$ cat config.mk
export PLATFORM = sky130hd
export DESIGN_NAME = datapath_sequencer
export DESIGN_NICKNAME = d
export VERILOG_FILES = /design/src/rtl/datapath_sequencer.sv
export SDC_FILE = /design/constraint.sdc
export NUM_CORES = 1
export LEC_CHECK = 0
export BUFFER_PORTS_ARGS = -buffer_cell sky130_fd_sc_hd__buf_2
export CORE_ASPECT_RATIO = 2
export CORE_UTILIZATION = 50
export CTS_CLUSTER_SIZE = 20
export DETAILED_ROUTE_END_ITERATION = 7
export GPL_TIMING_DRIVEN = 0
export PLACE_DENSITY = 0.83
export SYNTH_ARGS = -nofsm -noshare
export SYNTH_HDL_FRONTEND = slang
export SYNTH_SLANG_ARGS = --single-unit
export TNS_END_PERCENT = 30
$ cat constraint.sdc
create_clock -name clk -period 5.8 [get_ports clk]
set_input_delay 0.58 -clock clk [delete_from_list [all_inputs] [get_ports clk]]
set_output_delay 0.58 -clock clk [all_outputs]
set_load 0.005 [all_outputs]
$ cat src/rtl/datapath_sequencer.sv
// datapath_sequencer: multi-cycle fetch/execute sequencer that masters the
// 8-bit register-file/ALU datapath. It fetches 28-bit instruction words over a
// valid handshake and drives every datapath control for one EXEC cycle per
// instruction. It also handles jumps, a hardware loop counter and halt.
// Optional feature macro: SEQ_SINGLE_STEP_EN adds a `step` input and a WAIT
// state between fetch and execute (one instruction per step pulse).
// Reset is asynchronous and active-low on the port named `rst`.
module datapath_sequencer #(
  parameter int PC_W   = 8,
  parameter int LOOP_W = 8
) (
  input  logic            clk,
  input  logic            rst,
`ifdef SEQ_SINGLE_STEP_EN
  input  logic            step,
`endif
  input  logic            start,
  output logic [PC_W-1:0] imem_addr,
  output logic            imem_req,
  input  logic [27:0]     imem_rdata,
  input  logic            imem_valid,
  output logic            writeEnable,
  output logic            writeSourceSelect,
  output logic            muxASelect,
  output logic            muxBSelect,
  output logic [7:0]      extInputData,
  output logic [3:0]      destAddress,
  output logic [3:0]      aAddress,
  output logic [3:0]      bAddress,
  output logic [3:0]      aluOpCode,
  output logic            busy,
  output logic            halted,
  output logic            illegal
);

  // Instruction classes (cls field, bits [27:24]); 8..14 are undefined.
  localparam logic [3:0] CLS_NOP    = 4'd0;
  localparam logic [3:0] CLS_ALU_RR = 4'd1;
  localparam logic [3:0] CLS_ALU_RI = 4'd2;
  localparam logic [3:0] CLS_ALU_IR = 4'd3;
  localparam logic [3:0] CLS_LDI    = 4'd4;
  localparam logic [3:0] CLS_JMP    = 4'd5;
  localparam logic [3:0] CLS_LOOP   = 4'd6;
  localparam logic [3:0] CLS_SETCNT = 4'd7;
  localparam logic [3:0] CLS_HALT   = 4'd15;

  typedef enum logic [2:0] {
    ST_IDLE   = 3'd0,
    ST_FETCH  = 3'd1,
    ST_EXEC   = 3'd2,
`ifdef SEQ_SINGLE_STEP_EN
    ST_WAIT   = 3'd4,
`endif
    ST_HALTED = 3'd3
  } state_t;

  state_t              state;
  state_t              state_next;
  logic [PC_W-1:0]     pc;
  logic [LOOP_W-1:0]   cnt;
  logic [27:0]         ir;
  logic                illegal_flag;

  // Decoded fields of the latched instruction.
  logic [3:0]          cls;
  logic [3:0]          op;
  logic [3:0]          dest;
  logic [3:0]          src_a;
  logic [3:0]          src_b;
  logic [7:0]          imm;
  logic [PC_W-1:0]     pc_inc;
  logic [PC_W-1:0]     jump_target;
  logic                loop_taken;

  assign cls         = ir[27:24];
  assign op          = ir[23:20];
  assign dest        = ir[19:16];
  assign src_a       = ir[15:12];
  assign src_b       = ir[11:8];
  assign imm         = ir[7:0];
  assign pc_inc      = pc + PC_W'(1);
  assign jump_target = imm[PC_W-1:0];
  // LOOP jumps only while the decremented count is still non-zero.
  assign loop_taken  = (cnt != '0) && (cnt != LOOP_W'(1));

  // State register; reset forces IDLE immediately so EXEC controls drop at once.
  always_ff @(posedge clk or negedge rst) begin
    if (!rst) state <= ST_IDLE;
    else      state <= state_next;
  end

  // Next-state decision for the fetch/execute cycle.
  always_comb begin
    state_next = state;
    case (state)
      ST_IDLE:   if (start) state_next = ST_FETCH;
      ST_HALTED: if (start) state_next = ST_FETCH;
`ifdef SEQ_SINGLE_STEP_EN
      ST_FETCH:  if (imem_valid) state_next = ST_WAIT;
      ST_WAIT:   if (step) state_next = ST_EXEC;
`else
      ST_FETCH:  if (imem_valid) state_next = ST_EXEC;
`endif
      // cls[3] covers HALT (15) and every undefined class (8..14).
      ST_EXEC:   state_next = cls[3] ? ST_HALTED : ST_FETCH;
      default:   state_next = ST_IDLE;
    endcase
  end

  // Program counter, loop counter, instruction latch and sticky illegal flag.
  always_ff @(posedge clk or negedge rst) begin
    if (!rst) begin
      pc           <= '0;
      cnt          <= '0;
      ir           <= '0;
      illegal_flag <= 1'b0;
    end else begin
      case (state)
        ST_IDLE, ST_HALTED: begin
          if (start) begin
            pc           <= '0;
            cnt          <= '0;
            illegal_flag <= 1'b0;
          end
        end
        ST_FETCH: begin
          if (imem_valid) ir <= imem_rdata;
        end
        ST_EXEC: begin
          case (cls)
            CLS_JMP: pc <= jump_target;
            CLS_LOOP: begin
              if (cnt != '0) cnt <= cnt - LOOP_W'(1);
              pc <= loop_taken ? jump_target : pc_inc;
            end
            CLS_SETCNT: begin
              cnt <= imm[LOOP_W-1:0];
              pc  <= pc_inc;
            end
            CLS_HALT: pc <= pc;
            default: begin
              // Undefined classes halt in place; everything else advances.
              if (cls[3]) illegal_flag <= 1'b1;
              else        pc <= pc_inc;
            end
          endcase
        end
        default: pc <= pc;
      endcase
    end
  end

  // Control outputs: datapath controls are live only during EXEC.
  always_comb begin
    imem_req          = 1'b0;
    busy              = 1'b0;
    halted            = 1'b0;
    writeEnable       = 1'b0;
    writeSourceSelect = 1'b0;
    muxASelect        = 1'b0;
    muxBSelect        = 1'b0;
    extInputData      = 8'd0;
    destAddress       = 4'd0;
    aAddress          = 4'd0;
    bAddress          = 4'd0;
    aluOpCode         = 4'd0;
    case (state)
      ST_FETCH: begin
        imem_req = 1'b1;
        busy     = 1'b1;
      end
`ifdef SEQ_SINGLE_STEP_EN
      ST_WAIT: busy = 1'b1;
`endif
      ST_EXEC: begin
        busy              = 1'b1;
        writeEnable       = (cls == CLS_ALU_RR) || (cls == CLS_ALU_RI) ||
                            (cls == CLS_ALU_IR) || (cls == CLS_LDI);
        writeSourceSelect = (cls == CLS_LDI);
        muxASelect        = (cls == CLS_ALU_IR);
        muxBSelect        = (cls == CLS_ALU_RI);
        extInputData      = imm;
        destAddress       = dest;
        aAddress          = src_a;
        bAddress          = src_b;
        aluOpCode         = op;
      end
      ST_HALTED: halted = 1'b1;
      default: halted = 1'b0;
    endcase
  end

  assign imem_addr = pc;
  assign illegal   = illegal_flag;

  // NOP is decoded implicitly (no write, PC advances).
  logic unused_nop;
  assign unused_nop = (cls == CLS_NOP);

endmodule

==> results.json <==
{
  "fin_setup_tns_ns": 0,
  "drc": 0,
  "cp-startpoint": "state[0]",
  "crit_family": "buffers and inverters",
  "syn-num-nets": 287,
  "die_h_microns": 103.5,
  "fp-row-count": 36,
  "slew_headroom": 0.3150,
  "synth_edf_count": 0,
  "ys.flop_type": "dfrtp_1",
  "h-tree-depth": 2,
  "first_iter_violations": 56,
  "worstSkewPairLatency_ns": 0.31,
  "final_nets": 365,
  "cts_tree": "built",
  "rsz0062_at_grt": "false",
  "grt_max_degree": 48,
  "clk_pin_slew_ns": 0.10,
  "post_drt_via_cell_ratio": 5.804,
  "worst-slew-pin-transition_ns": 1.028,
  "cts_max_path_buffers": 2,
  "grt_pass1_vias": 2216,
  "power.leakage_nw": 1.504,
  "final_area_sq_um": 3088,
  "reg2reg_depth": 8,
  "avgSynthCellArea_sq_um": 10.42,
  "antenna_found_initial": 0,
  "placed_area_sq_um": 3000,
  "critPathRequiredTime_ns": 5.22,
  "ys_ff_latch": 47,
  "cp_num_buf_inv": 4,
  "ir_drop_mv": 0.4212,
  "final_cell_mix": "75 x buf_2, 47 x dfrtp_1, 28 x mux2_2, 24 x and2_1, 17 x nor2_1",
  "hp-class": "primary input to async pin",
  "fin_util": 0.6290,
  "syn_to_final_growth_pct": 19.98,
  "grt_pass1_wl_mm": 9.811,
  "cap_violations": 0,
  "ant_nets": 0,
  "synthDistinctLibCells": 43,
  "cts_setup_buffers": 0,
  "die_w_microns": 52.73,
  "status": "finished clean",
  "globalplace.congestion": 0.9119,
  "finClkSkew_ns": 0.01373,
  "hold_viol": 0,
  "hpwlAfterDp_mm": 4.629,
  "dr_total_vias": 2223,
  "initial_utilization": 0.5242,
  "crit_path_frequent_cell": "clkbuf_1",
  "crit_type": "flip-flop to output port",
  "cts-root-buf": "clkbuf_8",
  "drt-total-wl_mm": 6.175,
  "critPathArrivalTime_ns": 2.03,
  "cp-start-kind": "flip-flop",
  "core_sq_um": 4910,
  "slew_violations": 0,
  "io_pins": 72,
  "reg2reg_to": "imem_addr[0]",
  "syn-instance-count": 247,
  "firstDrtPassIters": 4,
  "die_area_sq_um": 5455,
  "setup_viol": 0,
  "synth_warnings": 0,
  "worstPathMaxFanout": 10,
  "grt-ovfl-total": 0,
  "period_minus_slack_ns": 2.612,
  "total_power_w": 0.001585,
  "final_common_cell": "buf_2",
  "io_buffers": 71,
  "yosysSeqAreaShare": 0.4570,
  "wl_per_cell_microns": 16.12,
  "finalHoldWorstSlack_ns": 0.4342,
  "power.density_nw_per_um2": 513.2,
  "max_freq_mhz": 382.9,
  "drive_gt1_frac": 0.3558,
  "clkSinkCount": 47,
  "synthArstFlopShare": 1.000,
  "end_kind": "output port",
  "critPathMaxStageDelay_ns": 0.44,
  "holdBufCountCts": 0,
  "syn_area_sq_um": 2574,
  "filler_cell_count": 415,
  "period_share": 0.4503,
  "cts_resized": 0,
  "grt_usage": 0.2496,
  "worst_path_max_delay_cell": "dfrtp_1",
  "num_antenna_cells": 0,
  "r2r-start": "cnt[0]",
  "cp_cell_sequence": "inv_1, ha_1, clkbuf_1, clkbuf_1, and2_1, buf_2",
  "regToRegSetupSlack_ns": 3.60,
  "cts_buffers": 5
}
worst reg2reg max path: stages, from the launching register on:
cell	delay, ns
dfrtp_1	0.44
inv_1	0.11
ha_1	0.23
o2111a_1	0.23
a211oi_1	0.44
buf_6	0.21
buf_2	0.21
nand3_1	0.09
o311ai_0	0.12
final cells by class:
type / instances / area [sq um] / share of cell area
plain buffers: 14 / 65.06 / 0.02107
clock buffers: 5 / 68.82 / 0.02229
clock inverters: 3 / 18.77 / 0.006078
inverters: 7 / 26.28 / 0.008509
multi-input cells: 179 / 1306 / 0.4230
flip-flops and latches: 47 / 1176 / 0.3809
well taps: 57 / 71.32 / 0.02310
repair buffers: 71 / 355.3 / 0.1151
per-stage QoR:
stage | cells | setup slack [ns]
2_1_floorplan | 247 | 3.809
3_3_place_gp | 375 | 3.556
3_5_place_dp | 375 | 3.502
4_1_cts | 383 | 3.149
5_1_grt | 383 | 3.025
6_report | 383 | 3.188
flip-flops by register name, indices dropped and copies added, names as in the netlist:
signal and flops:
cnt 8, illegal 1, imem_addr 8, ir 28, state 2
Yosys cell counts (all sizes together) (2+ instances only):
| cell | number | area, sq um |
|---|---|---|
| dfrtp | 47 | 1176 |
| mux2 | 28 | 315.3 |
| and2 | 24 | 150.1 |
| nor2 | 18 | 70.07 |
| nand2 | 15 | 56.30 |
| nand3 | 12 | 60.06 |
| clkbuf | 9 | 33.78 |
| ha | 8 | 100.1 |
| a21oi | 7 | 35.03 |
| inv | 7 | 26.28 |
| o21ai | 6 | 30.03 |
| a32oi | 5 | 43.79 |
| buf | 5 | 31.28 |
| or4 | 5 | 37.54 |
| a31oi | 4 | 25.02 |
| nand2b | 4 | 25.02 |
| nand4b | 4 | 35.03 |
| nor3 | 4 | 20.02 |
| a22o | 3 | 26.28 |
| and3 | 3 | 18.77 |
| nor4 | 3 | 33.78 |
| o22a | 3 | 26.28 |
| a211oi | 2 | 15.01 |
| a2bb2oi | 2 | 17.52 |
| mux2i | 2 | 20.02 |
| o211ai | 2 | 15.01 |
| or4b | 2 | 20.02 |
worst max path at each step:
stage	endpoint	cells past startpoint
finish	bAddress[3]	6
global route	extInputData[7]	6
CTS	bAddress[3]	6
detailed placement	aluOpCode[1]	6
global placement	aAddress[1]	6
floorplan	imem_addr[3]	7
logic make-up (layout without fill, tap and decap cells):
group	after synthesis	count (layout)	synth area share
adders and majority gates	8	8	0.03889
AOI/OAI and AO/OA	43	43	0.1215
xor gates and xnor gates	1	1	0.003404
muxes	30	30	0.1303
and+or+nand+nor	97	97	0.2134
DFF	47	47	0.4570
buffers and inverters	21	100	0.03549
report_power, final:
| part | internal (W) | switching [W] | leakage, nW |
|---|---|---|---|
| Combinational | 0.000371 | 0.000400 | 0.875 |
| Sequential | 0.000477 | 0.000134 | 0.581 |
| Clock | 0.0000850 | 0.000118 | 0.0483 |
layer usage:
layer,share of wire,GRT usage
met5,0,0
met4,0.050,0.1781
met3,0.044,0.04971
met2,0.56,0.4314
met1,0.35,0.2586
(Power assumes the default switching activity.)
